<file path="config.mk">
export PLATFORM = sky130hd
export DESIGN_NAME = ps2_key_decoder
export DESIGN_NICKNAME = d
export VERILOG_FILES = /design/src/rtl/ps2_key_decoder.sv
export SDC_FILE = /design/constraint.sdc
export NUM_CORES = 1
export LEC_CHECK = 0
export CORE_MARGIN = 2
export CORE_UTILIZATION = 60
export DETAILED_ROUTE_END_ITERATION = 8
export PLACE_DENSITY_LB_ADDON = 0.3
export SETUP_SLACK_MARGIN = 0.02
export SLEW_MARGIN = 20
export SYNTH_ARGS = -nofsm -noshare
export SYNTH_HDL_FRONTEND = slang
export SYNTH_SLANG_ARGS = --single-unit
</file>
<file path="constraint.sdc">
create_clock -name clk50 -period 5.49 [get_ports clk50]
set_input_delay 0.8235 -clock clk50 [delete_from_list [all_inputs] [get_ports clk50]]
set_output_delay 0.8235 -clock clk50 [all_outputs]
set_load 0.1 [all_outputs]
</file>
<file path="src/rtl/ps2_key_decoder.sv">
// ps2_key_decoder: PS/2 scan-byte parser feeding a show-ahead key-event FIFO.
// Define PS2_TYPEMATIC_FILTER_EN to suppress typematic auto-repeat makes.
module ps2_key_decoder #(
   parameter int FIFO_DEPTH = 4,
   parameter int TIMEOUT    = 250000
) (
   input  logic       clk50,
   input  logic       RST,
   input  logic [7:0] byte_in,
   input  logic       byte_valid,
   output logic       ev_valid,
   input  logic       ev_ready,
   output logic [7:0] ev_code,
   output logic       ev_ext,
   output logic       ev_break,
   output logic       ovf,
   input  logic       ovf_clr
);
   localparam int AW = $clog2(FIFO_DEPTH);
   localparam int TW = $clog2(TIMEOUT + 1);
   typedef enum logic [2:0] {IDLE, EXT, BRK, EXT_BRK, SKIP} state_t;
   state_t        state;
   logic [2:0]    skip;
   logic [TW-1:0] tcnt;
   logic [9:0]    mem [FIFO_DEPTH];
   logic [AW-1:0] rp, wp;
   logic [AW:0]   cnt;
   logic          junk, tout, ev_push, push, pop, full, wr;
   logic [9:0]    ev_data;
   assign junk = byte_in inside {8'h00, 8'hAA, 8'hEE, 8'hFA, 8'hFE, 8'hFF};
   assign tout = state != IDLE && !byte_valid && tcnt == TW'(TIMEOUT - 1);
   assign ev_push = byte_valid && (
      (state == IDLE && !junk && !(byte_in inside {8'hE0, 8'hF0, 8'hE1})) ||
      (state == EXT && byte_in != 8'hF0) || state == BRK || state == EXT_BRK);
   assign ev_data = {byte_in, state == EXT || state == EXT_BRK, state == BRK || state == EXT_BRK};
`ifdef PS2_TYPEMATIC_FILTER_EN
   logic [8:0] held_key;
   logic       held;
   assign push = ev_push && !(held && !ev_data[0] && held_key == ev_data[9:1]);
   always_ff @(posedge clk50 or negedge RST)
      if (!RST) begin
         held     <= 1'b0;
         held_key <= '0;
      end else if (ev_push) begin
         if (!ev_data[0]) begin
            held     <= 1'b1;
            held_key <= ev_data[9:1];
         end else if (held_key == ev_data[9:1]) held <= 1'b0;
      end
`else
   assign push = ev_push;
`endif
   always_ff @(posedge clk50 or negedge RST)
      if (!RST) begin
         state <= IDLE;
         skip  <= '0;
         tcnt  <= '0;
      end else begin
         tcnt <= (state == IDLE || byte_valid) ? '0 : tcnt + TW'(1);
         if (tout) state <= IDLE;
         else if (byte_valid)
            case (state)
               IDLE:
                  if (byte_in == 8'hE0) state <= EXT;
                  else if (byte_in == 8'hF0) state <= BRK;
                  else if (byte_in == 8'hE1) begin
                     skip  <= 3'd7;
                     state <= SKIP;
                  end
               EXT:          state <= byte_in == 8'hF0 ? EXT_BRK : IDLE;
               BRK, EXT_BRK: state <= IDLE;
               default: begin
                  skip <= skip - 3'd1;
                  if (skip == 3'd1) state <= IDLE;
               end
            endcase
      end
   // a full FIFO still accepts a push when the head leaves in the same cycle
   assign pop  = ev_valid && ev_ready;
   assign full = cnt == (AW+1)'(FIFO_DEPTH);
   assign wr   = push && (!full || pop);
   always_ff @(posedge clk50 or negedge RST)
      if (!RST) begin
         rp  <= '0;
         wp  <= '0;
         cnt <= '0;
         ovf <= 1'b0;
      end else begin
         rp  <= rp + AW'(pop);
         wp  <= wp + AW'(wr);
         cnt <= cnt + (AW+1)'(wr) - (AW+1)'(pop);
         ovf <= (push && full && !pop) || (ovf && !ovf_clr);
      end
   always_ff @(posedge clk50)
      if (wr) mem[wp] <= ev_data;
   assign ev_valid = cnt != '0;
   assign {ev_code, ev_ext, ev_break} = ev_valid ? mem[rp] : 10'd0;
endmodule

</file>
==> results of run 1 <==
## metrics by stage
step                      hold slack [ns]  utilization, %  power, mW  instance area [µm²]  cells
after detailed placement           0.4888           69.42      1.648                 3613    333
after global routing               0.5163           72.60      2.063                 3779    349
after floorplan                    0.4547               -      1.438                 3283    240
after global placement             0.4757           69.42      1.629                 3613    333
after CTS                          0.5002           72.60      2.002                 3779    349
final                              0.4992           72.60      1.981                 3779    349
## per-layer routing
metal	vias to the layer above	global-route usage (%)	routed length [µm]
met4	0	11.05	156
met2	41	32.16	2595
met1	970	27.32	2533
li1	939	-	-
met5	-	0	0
met3	15	4.767	232
## cells in the mapped netlist, types with 5 or more instances
master    number
nand2b_1       5
dfrtp_1       32
edfxtp_1      40
nor2b_1       12
xor2_1        11
ha_1           7
inv_1         10
nand3_1        8
nand2_1        9
mux4_2        10
xnor2_1        9
nor2_1        25
## worst paths after layout
path	from	end	slack, ns	cells past startpoint
setup / recovery	rp[0]$_DFF_PN0_	ev_code[4]	1.84	3
hold / removal	skip[1]$_DFFE_PN0P_	skip[1]$_DFFE_PN0P_	0.50	1
setup reg to reg	cnt[1]$_DFF_PN0_	cnt[2]$_DFF_PN0_	2.71	11
hold reg to reg	skip[1]$_DFFE_PN0P_	skip[1]$_DFFE_PN0P_	0.50	1
max in group asynchronous	RST	skip[2]$_DFFE_PN0P_	4.33	2
min in group asynchronous	RST	tcnt[9]$_DFF_PN0_	0.87	2
## power breakdown
group | leakage (nW) | internal, mW | switching, mW | total (mW)
registers | 0.790 | 0.669 | 0.0752 | 0.744
clock network | 0.0899 | 0.173 | 0.182 | 0.355
logic | 0.530 | 0.272 | 0.610 | 0.882
## state kept, by name, indices dropped and copies added, names as in the netlist
name,cells
rp,2
state,3
wp,2
cnt,3
mem,40
skip,3
ovf,1
tcnt,18
## cells by family (layout without fill, tap and decap cells)
logic type / after synthesis / after routing / synth area share, %
flops: 72 / 72 / 60.98
buf+inv: 18 / 57 / 2.439
mux: 12 / 12 / 7.660
xor+xnor: 20 / 20 / 5.335
fa+ha+maj: 8 / 8 / 3.277
simple gates: 93 / 93 / 16.04
compound gates: 17 / 17 / 4.268
## layout make-up
cell class | count | area (µm²)
clock buffer | 12 | 145.1
fill | 362 | 1426
multi-input combinational | 150 | 1201
clock inverter | 4 | 20.02
timing repair buffer | 29 | 277.8
inverter | 12 | 45.04
tap | 70 | 87.58
sequential | 72 | 2002
==> qor.txt, run 1 <==
final number of hold-violating endpoints - 0
most frequent cells in the layout - edfxtp_1, dfrtp_1, nor2_1
Setup crit start kind - flip-flop
most common cell after layout, fill and taps aside - edfxtp_1
clk slew on worst S/H paths - 0.07 ns
Synth top area share - 36.59%
Area contributors post-synth - edfxtp_1, dfrtp_1, mux4_2
crit-path cells - mux4_2, nor2b_1, clkdlybuf4s50_1
worst hold-check path type - reg -> reg
dominant synthesized flop cell - edfxtp_1
number of global-route vias before repair - 1938
hold buffer count at CTS - 0
die height - 77.97 µm
Final ANT Viol Nets - 0
gr usage total - 20.68%
Root Driver - clkbuf_8
Max-Cap Viols - 0
leakage power - 1.409 nW
Final #Nets - 295
Avg Cell Area, Syn - 13.68 µm²
Via Count - 1965
Critical Path Max Stage Delay - 0.96 ns
FP Rows - 26
yosys warns - 0
Worst VDD drop - 0.0003717 V
H-tree levels - 3
Clock Latency Late Sink - 0.34 ns
post-synthesis instance total - 240
number of DRC markers in iteration 0 - 131
Boundary Pins - 25
worst rel slew slack - 32.73%
pre-CTS setup slack - 1.709 ns
WS Path Type - reg -> out
#FFs+latches synth - 72
clk_skew - 0.006596 ns
WP buf/inv - 1
number of synthesized flops with an enable pin - 40
Post-synth ARST share - 44.44%
final setup margin - 1.837 ns
status - completed
Via density - 5.630
Core Footprint - 5205 µm²
Slew Limit Fails - 0
CP Data Arrival Time - 2.83 ns
final wirelength - 5.517 mm
gr ovfl total - 0
unrepaired setup endpoints after global routing - false
crit share post-route - 66.53%
share of cells above drive strength 1 - 14.34%
# setup viols final - 0
CTS tree - yes
Clock Tree Buf Depth - 2
chip width - 77.97 µm
mapped cell area - 3283 µm²
initial core utilization - 63.08%
Detail Placement HPWL - 3.843 mm
residual DRC count - 0
largest area contributor in the netlist - edfxtp_1
Post-CTS Setup Bufs - 0
worst-margin pin slew - 1.005 ns
placer's final routability congestion estimate - 0.8285
library cells used by synthesis - 49
endpoint class of the critical path - output pin
Power Density - 524.3 nW/µm²
CP delay by family, top - buffers and inverters
Area Growth Syn to Fin - 15.09%
slowest stage cell, crit path - clkdlybuf4s50_1
number of I/O port buffers - 24
critical path data required time - 4.67 ns
Post-Syn Nets - 261
routed len/inst - 15.81 µm
PostCTS Resize Cnt - 0
ant diodes - 0
TritonCTS Sinks - 72
highest clock rate - 273.8 MHz
post-synthesis sequential area ratio - 60.98%
first-pass GRT wire length - 9.335 mm
Num CTS Buffers - 9
Setup TNS Final - 0 ns
CP max FO - 11
largest net degree at the start of global routing - 33
fin crit period - 3.653 ns
initial antenna violation count - 0
1st-pass router iterations - 4
die area - 6079 µm²
(Power assumes the default switching activity.)
==> inputs of run 2 (changes only) <==
- CORE_UTILIZATION: 60 -> 58
- clock period: 5.49 -> 3.68 ns (I/O delays scaled with it)
==> run 2 against run 1 <==
Against the previous run: routed wire length is 8.9% higher; final cell count grew 2.3%; clock skew increased by 0.010 ns; utilization down 2.1 points; critical endpoint is now cnt[2]$_DFF_PN0_; die area is 3.3% higher; hold slack lost 0.012 ns; critical path depth rose by 9; sequential share of layout area decreased by 1.1 points; global-route usage increased by 1.0 points; critical path type is now in -> reg.
==> qor.txt, run 2 (synthesis gave the netlist of run 1 again) <==
status - completed (unchanged)
initial antenna violation count - 0 (unchanged)
final setup margin - 0.5731 ns (was 1.837 ns)
Setup crit start kind - input pin (was flip-flop)
Worst VDD drop - 0.0005598 V (was 0.0003717 V)
largest net degree at the start of global routing - 33 (unchanged)
CP max FO - 6 (was 11)
most frequent cells in the layout - edfxtp_1, dfrtp_1, nor2_1 (unchanged)
die height - 79.24 µm (was 77.97 µm)
# setup viols final - 0 (unchanged)
Via Count - 2015 (was 1965)
die area - 6278 µm² (was 6079 µm²)
number of I/O port buffers - 24 (unchanged)
crit-path cells - clkdlybuf4s50_1, nor3_1, and3b_1, a311oi_2, a31oi_4, ha_1, inv_1, ha_1, inv_1, fa_1, xnor2_1, xnor2_1 (was mux4_2, nor2b_1, clkdlybuf4s50_1)
Root Driver - clkbuf_8 (unchanged)
chip width - 79.24 µm (was 77.97 µm)
number of global-route vias before repair - 1983 (was 1938)
final number of hold-violating endpoints - 0 (unchanged)
Critical Path Max Stage Delay - 0.54 ns (was 0.96 ns)
placed instance area - 3633 µm² (was 3613 µm²)
fin cells - 357 (was 349)
Post-CTS Setup Bufs - 0 (unchanged)
sw frac - 43.33% (was 43.78%)
placer's final routability congestion estimate - 0.8445 (was 0.8285)
Placed Cells - 341 (was 333)
endpoint class of the critical path - flip-flop (was output pin)
Pint - 1.762 mW (was 1.114 mW)
max FFs per register - 40 (unchanged)
sw power - 1.347 mW (was 0.8673 mW)
WP buf/inv - 3 (was 1)
PnR Total Power - 3.109 mW (was 1.981 mW)
critical path data required time - 3.92 ns (was 4.67 ns)
hold buffer count at CTS - 0 (unchanged)
Largest Register - mem (unchanged)
1st-pass router iterations - 5 (was 4)
gr ovfl total - 0 (unchanged)
worst-margin pin slew - 0.9672 ns (was 1.005 ns)
WS Path Type - in -> reg (was reg -> out)
share of cells above drive strength 1 - 20.70% (was 14.34%)
worst hold-check path type - reg -> reg (unchanged)
pre-CTS setup slack - 0.2268 ns (was 1.709 ns)
combinational power share - 42.4% (was 44.5%)
Area Growth Syn to Fin - 17.49% (was 15.09%)
Num CTS Buffers - 9 (unchanged)
final wirelength - 6.009 mm (was 5.517 mm)
Final #Nets - 301 (was 295)
Boundary Pins - 25 (unchanged)
highest clock rate - 321.9 MHz
Max-Cap Viols - 0 (unchanged)
clk_skew - 0.01659 ns (was 0.006596 ns)
unrepaired setup endpoints after global routing - false (unchanged)
CP Data Arrival Time - 3.35 ns (was 2.83 ns)
Final ANT Viol Nets - 0 (unchanged)
CP delay by family, top - adder cells (was buffers and inverters)
CTS tree - yes (unchanged)
Setup TNS Final - 0 ns (unchanged)
Core Footprint - 5473 µm² (was 5205 µm²)
PostCTS Resize Cnt - 0 (unchanged)
initial core utilization - 59.99% (was 63.08%)
worst rel slew slack - 35.32% (was 32.73%)
top flop regs - mem x40, tcnt x18 (unchanged)
Slew Limit Fails - 0 (unchanged)
TritonCTS Sinks - 72 (unchanged)
most common cell after layout, fill and taps aside - edfxtp_1 (unchanged)
first-pass GRT wire length - 9.984 mm (was 9.335 mm)
ant diodes - 0 (unchanged)
clk slew on worst S/H paths - 0.08 ns (was 0.07 ns)
Via density - 5.644 (was 5.630)
crit share post-route - 84.43%
Power Density - 806.0 nW/µm² (was 524.3 nW/µm²)
slowest stage cell, crit path - clkdlybuf4s50_1 (unchanged)
residual DRC count - 0 (unchanged)
number of DRC markers in iteration 0 - 141 (was 131)
Clock Latency Late Sink - 0.35 ns (was 0.34 ns)
sequential power share - 36.0% (was 37.5%)
leakage power - 1.472 nW (was 1.409 nW)
Detail Placement HPWL - 4.218 mm (was 3.843 mm)
gr usage total - 21.69% (was 20.68%)
H-tree levels - 3 (unchanged)
FP Rows - 27 (was 26)
post-route cell area - 3857 µm² (was 3779 µm²)
routed len/inst - 16.83 µm (was 15.81 µm)
Clock power frac - 21.6% (was 17.9%)
Clock Tree Buf Depth - 2 (unchanged)
fin crit period - 3.107 ns
[run 2: cell count changes in the layout (fill, tap and decap cells not counted)]
cell,previous run,this run
clkinvlp_4,0,1
bufinv_16,0,1
clkinv_2,4,0
buf_4,5,22
inv_4,0,1
clkbuf_1,2,0
clkdlybuf4s50_1,24,13
clkinv_4,0,2
clkbuf_16,0,1
[run 2: power groups by stage]
stage / logic, mW / registers (mW) / clock network (mW)
2_1_floorplan: 1.07 / 1.07 / 0
3_3_place_gp: 1.30 / 1.12 / 0
3_5_place_dp: 1.33 / 1.14 / 0
4_1_cts: 1.33 / 1.12 / 0.679
5_1_grt: 1.38 / 1.14 / 0.709
6_report: 1.32 / 1.12 / 0.672
[run 2: final cells by class]
class                   instances  area, µm²
clock inverters                 5      61.31
fillers                       399       1615
clock buffers                  11      162.7
repair buffers                 35      295.3
multi-input cells             150       1201
inverters                      12      45.04
well taps                      72      90.09
flip-flops and latches         72       2002
[run 2: path summary, 6_finish.rpt]
| path | startpoint | to | slack [ns] | cells after the start |
|---|---|---|---|---|
| min reg2reg | tcnt[0]$_DFF_PN0_ | tcnt[0]$_DFF_PN0_ | 0.49 | 1 |
| min in group asynchronous | RST | rp[1]$_DFF_PN0_ | 0.58 | 2 |
| max reg2reg | cnt[1]$_DFF_PN0_ | cnt[2]$_DFF_PN0_ | 0.90 | 12 |
| max | byte_in[3] | cnt[2]$_DFF_PN0_ | 0.57 | 12 |
| min | tcnt[0]$_DFF_PN0_ | tcnt[0]$_DFF_PN0_ | 0.49 | 1 |
| max in group asynchronous | RST | tcnt[4]$_DFF_PN0_ | 2.80 | 2 |
[run 2: metrics by stage]
step                util [%]  hold slack, ns
detailed placement     66.39          0.4787
global route           70.48          0.5186
global placement       66.39          0.4745
floorplan                  -          0.2564
finish                 70.48          0.4874
CTS                    70.48          0.4887
[run 2: layer usage]
metal / wire length [µm] / global-route usage [%]
met5: 0 / 0
met4: 66 / 7.241
met3: 358 / 5.227
met2: 3112 / 37.63
met1: 2471 / 26.80
==> inputs of run 3 (changes only) <==
- CORE_UTILIZATION: 58 -> 52
- clock period: 3.68 -> 2.65 ns (I/O delays scaled with it)
==> run 3 against run 2 <==
Against the previous run: sequential power up 34%; combinational power up 82%; non-clock buffer count up 17; largest power group unchanged; utilization down 1.2 points; highest routed layer unchanged; largest cell class unchanged; hold slack worse by 0.15 ns; total power up 55%; routed wire length up 5.0%; die area up 11%.
==> qor.txt, run 3 (synthesis gave the netlist of run 1 again) <==
number of global-route vias before repair - 2162 (was 1983)
worst-margin pin slew - 0.5571 ns (was 0.9672 ns)
clk slew on worst S/H paths - 0.07 ns (was 0.08 ns)
CP Data Arrival Time - 2.74 ns (was 3.35 ns)
R2R depth - 12 (unchanged)
sw frac - 40.72% (was 43.33%)
Final #Nets - 318 (was 301)
Clock Latency Late Sink - 0.34 ns (was 0.35 ns)
crit-path cells - nor4b_2, buf_4, nand2b_4, a311oi_4, a31oi_4, ha_1, inv_1, ha_1, inv_1, fa_2, xnor2_2, xnor2_1 (was clkdlybuf4s50_1, nor3_1, and3b_1, a311oi_2, a31oi_4, ha_1, inv_1, ha_1, inv_1, fa_1, xnor2_1, xnor2_1)
combinational power share - 49.8% (was 42.4%)
endpoint class of the critical path - flip-flop (unchanged)
hold buffer count at CTS - 0 (unchanged)
met1 GRT Util - 23.32% (was 26.80%)
Hold WS - 0.3382 ns (was 0.4874 ns)
routed len/inst - 16.74 µm (was 16.83 µm)
CP max FO - 3 (was 6)
Via density - 5.538 (was 5.644)
gr usage total - 19.82% (was 21.69%)
Pint - 2.856 mW (was 1.762 mW)
PnR Total Power - 4.818 mW (was 3.109 mW)
Power Density - 1153 nW/µm² (was 806.0 nW/µm²)
residual DRC count - 0 (unchanged)
CTS tree - yes (unchanged)
met3 usage - 4.946% (was 5.227%)
Boundary Pins - 25 (unchanged)
first-pass GRT wire length - 10.50 mm (was 9.984 mm)
largest net degree at the start of global routing - 33 (unchanged)
sequential power share - 31.1% (was 36.0%)
Clock power frac - 19.1% (was 21.6%)
number of I/O port buffers - 24 (unchanged)
Max-Cap Viols - 0 (unchanged)
Largest Register - mem (unchanged)
slowest stage cell, crit path - dfrtp_1 (was clkdlybuf4s50_1)
Final Util - 69.31% (was 70.48%)
fin crit period - 2.511 ns
FP Rows - 28 (was 27)
# setup viols final - 0 (unchanged)
placer's final routability congestion estimate - 0.7604 (was 0.8445)
top flop regs - mem x40, tcnt x18 (unchanged)
Setup TNS Final - 0 ns (unchanged)
WS Path Type - reg -> reg (was in -> reg)
crit share post-route - 94.74%
final wirelength - 6.312 mm (was 6.009 mm)
Core Footprint - 6026 µm² (was 5473 µm²)
Worst VDD drop - 0.001021 V (was 0.0005598 V)
initial antenna violation count - 0 (unchanged)
highest clock rate - 398.3 MHz
H-tree levels - 3 (unchanged)
critical path data required time - 2.88 ns (was 3.92 ns)
Detail Placement HPWL - 4.102 mm (was 4.218 mm)
Clock Tree Buf Depth - 2 (unchanged)
most frequent cells in the layout - edfxtp_1, dfrtp_1, buf_4 (was edfxtp_1, dfrtp_1, nor2_1)
Final ANT Viol Nets - 0 (unchanged)
TritonCTS Sinks - 72 (unchanged)
chip width - 83.46 µm (was 79.24 µm)
die height - 83.46 µm (was 79.24 µm)
die area - 6966 µm² (was 6278 µm²)
ant diodes - 0 (unchanged)
Critical Path Max Stage Delay - 0.40 ns (was 0.54 ns)
Area Growth Syn to Fin - 27.21% (was 17.49%)
clk_skew - 0.01189 ns (was 0.01659 ns)
most common cell after layout, fill and taps aside - edfxtp_1 (unchanged)
Num CTS Buffers - 9 (unchanged)
1st-pass router iterations - 4 (was 5)
worst hold-check path type - in -> reg (was reg -> reg)
Slew Limit Fails - 0 (unchanged)
GRT busiest layer - met2 (unchanged)
worst rel slew slack - 62.86% (was 35.32%)
share of cells above drive strength 1 - 32.12% (was 20.70%)
sw power - 1.962 mW (was 1.347 mW)
leakage power - 1.645 nW (was 1.472 nW)
status - completed (unchanged)
met2 usage - 33.50% (was 37.63%)
Via Count - 2088 (was 2015)
Hold Crit Depth - 1 (unchanged)
initial core utilization - 54.49% (was 59.99%)
final number of hold-violating endpoints - 0 (unchanged)
number of DRC markers in iteration 0 - 57 (was 141)
Setup crit start kind - flip-flop (was input pin)
max FFs per register - 40 (unchanged)
Root Driver - clkbuf_8 (unchanged)
gr ovfl total - 0 (unchanged)
run 3: changes by cell type in the layout (fill, tap and decap cells not counted), sizes merged:
cell	delta
buf	+19
bufinv	+1
clkdlybuf4s15	+1
clkdlybuf4s50	-10
clkinv	+2
clkinvlp	-1
dlygate4sd2	+4
dlymetal6s2s	+2
inv	-1
run 3: power by group through the flow:
stage	Sequential [mW]	Clock [mW]	Combinational, mW
2_1_floorplan	1.49	0	1.53
3_3_place_gp	1.51	0	2.31
3_5_place_dp	1.52	0	2.34
4_1_cts	1.50	0.934	2.35
5_1_grt	1.51	0.981	2.50
6_report	1.50	0.919	2.40
run 3: path summary, 6_finish.rpt:
kind | slack [ns] | startpoint | end
max | 0.14 | cnt[2]$_DFF_PN0_ | cnt[2]$_DFF_PN0_
min | 0.34 | byte_in[2] | mem[2][4]$_DFFE_PP_
max reg2reg | 0.14 | cnt[2]$_DFF_PN0_ | cnt[2]$_DFF_PN0_
min reg2reg | 0.49 | tcnt[0]$_DFF_PN0_ | tcnt[0]$_DFF_PN0_
max in group asynchronous | 1.91 | RST | cnt[0]$_DFF_PN0_
min in group asynchronous | 0.44 | RST | tcnt[0]$_DFF_PN0_
run 3: worst max-delay path, delay by kind of cell, from the launching register on:
family,cells,cell delay [ns]
XOR/XNOR,2,0.28
AO/OA/AOI/OAI,2,0.35
buffers and inverters,3,0.25
AND/OR/NAND/NOR,2,0.30
flip-flops,1,0.40
adder cells (fa/ha/maj),3,0.80
run 3: through the flow:
stage	worst slack, ns	instances	area (µm²)
after floorplan	0.06838	240	3308
after global placement	-0.4192	357	3887
after detailed placement	-0.5602	357	3887
after CTS	0.03978	373	4105
after global routing	-0.01921	377	4177
final	0.1394	377	4177
run 3: cell type report:
cell class | count | area (µm²)
sequential | 72 | 2002
fill | 435 | 1849
multi-input combinational | 150 | 1287
timing repair buffer | 52 | 536.8
clock buffer | 10 | 127.6
tap | 75 | 93.84
clock inverter | 6 | 83.83
inverter | 12 | 45.04
run 3: metal layers:
| metal | share of wire, % | wire (µm) |
|---|---|---|
| met5 | 0 | 0 |
| met1 | 40 | 2523 |
| met4 | 3.0 | 187 |
| met2 | 52 | 3299 |
| met3 | 4.8 | 303 |
run 3: timing repair:
item                       in CTS  in global routing
buffers inserted                0                  4
setup endpoints to repair       2                  1
gates resized for setup        13                 14
pin swaps                       5                  9
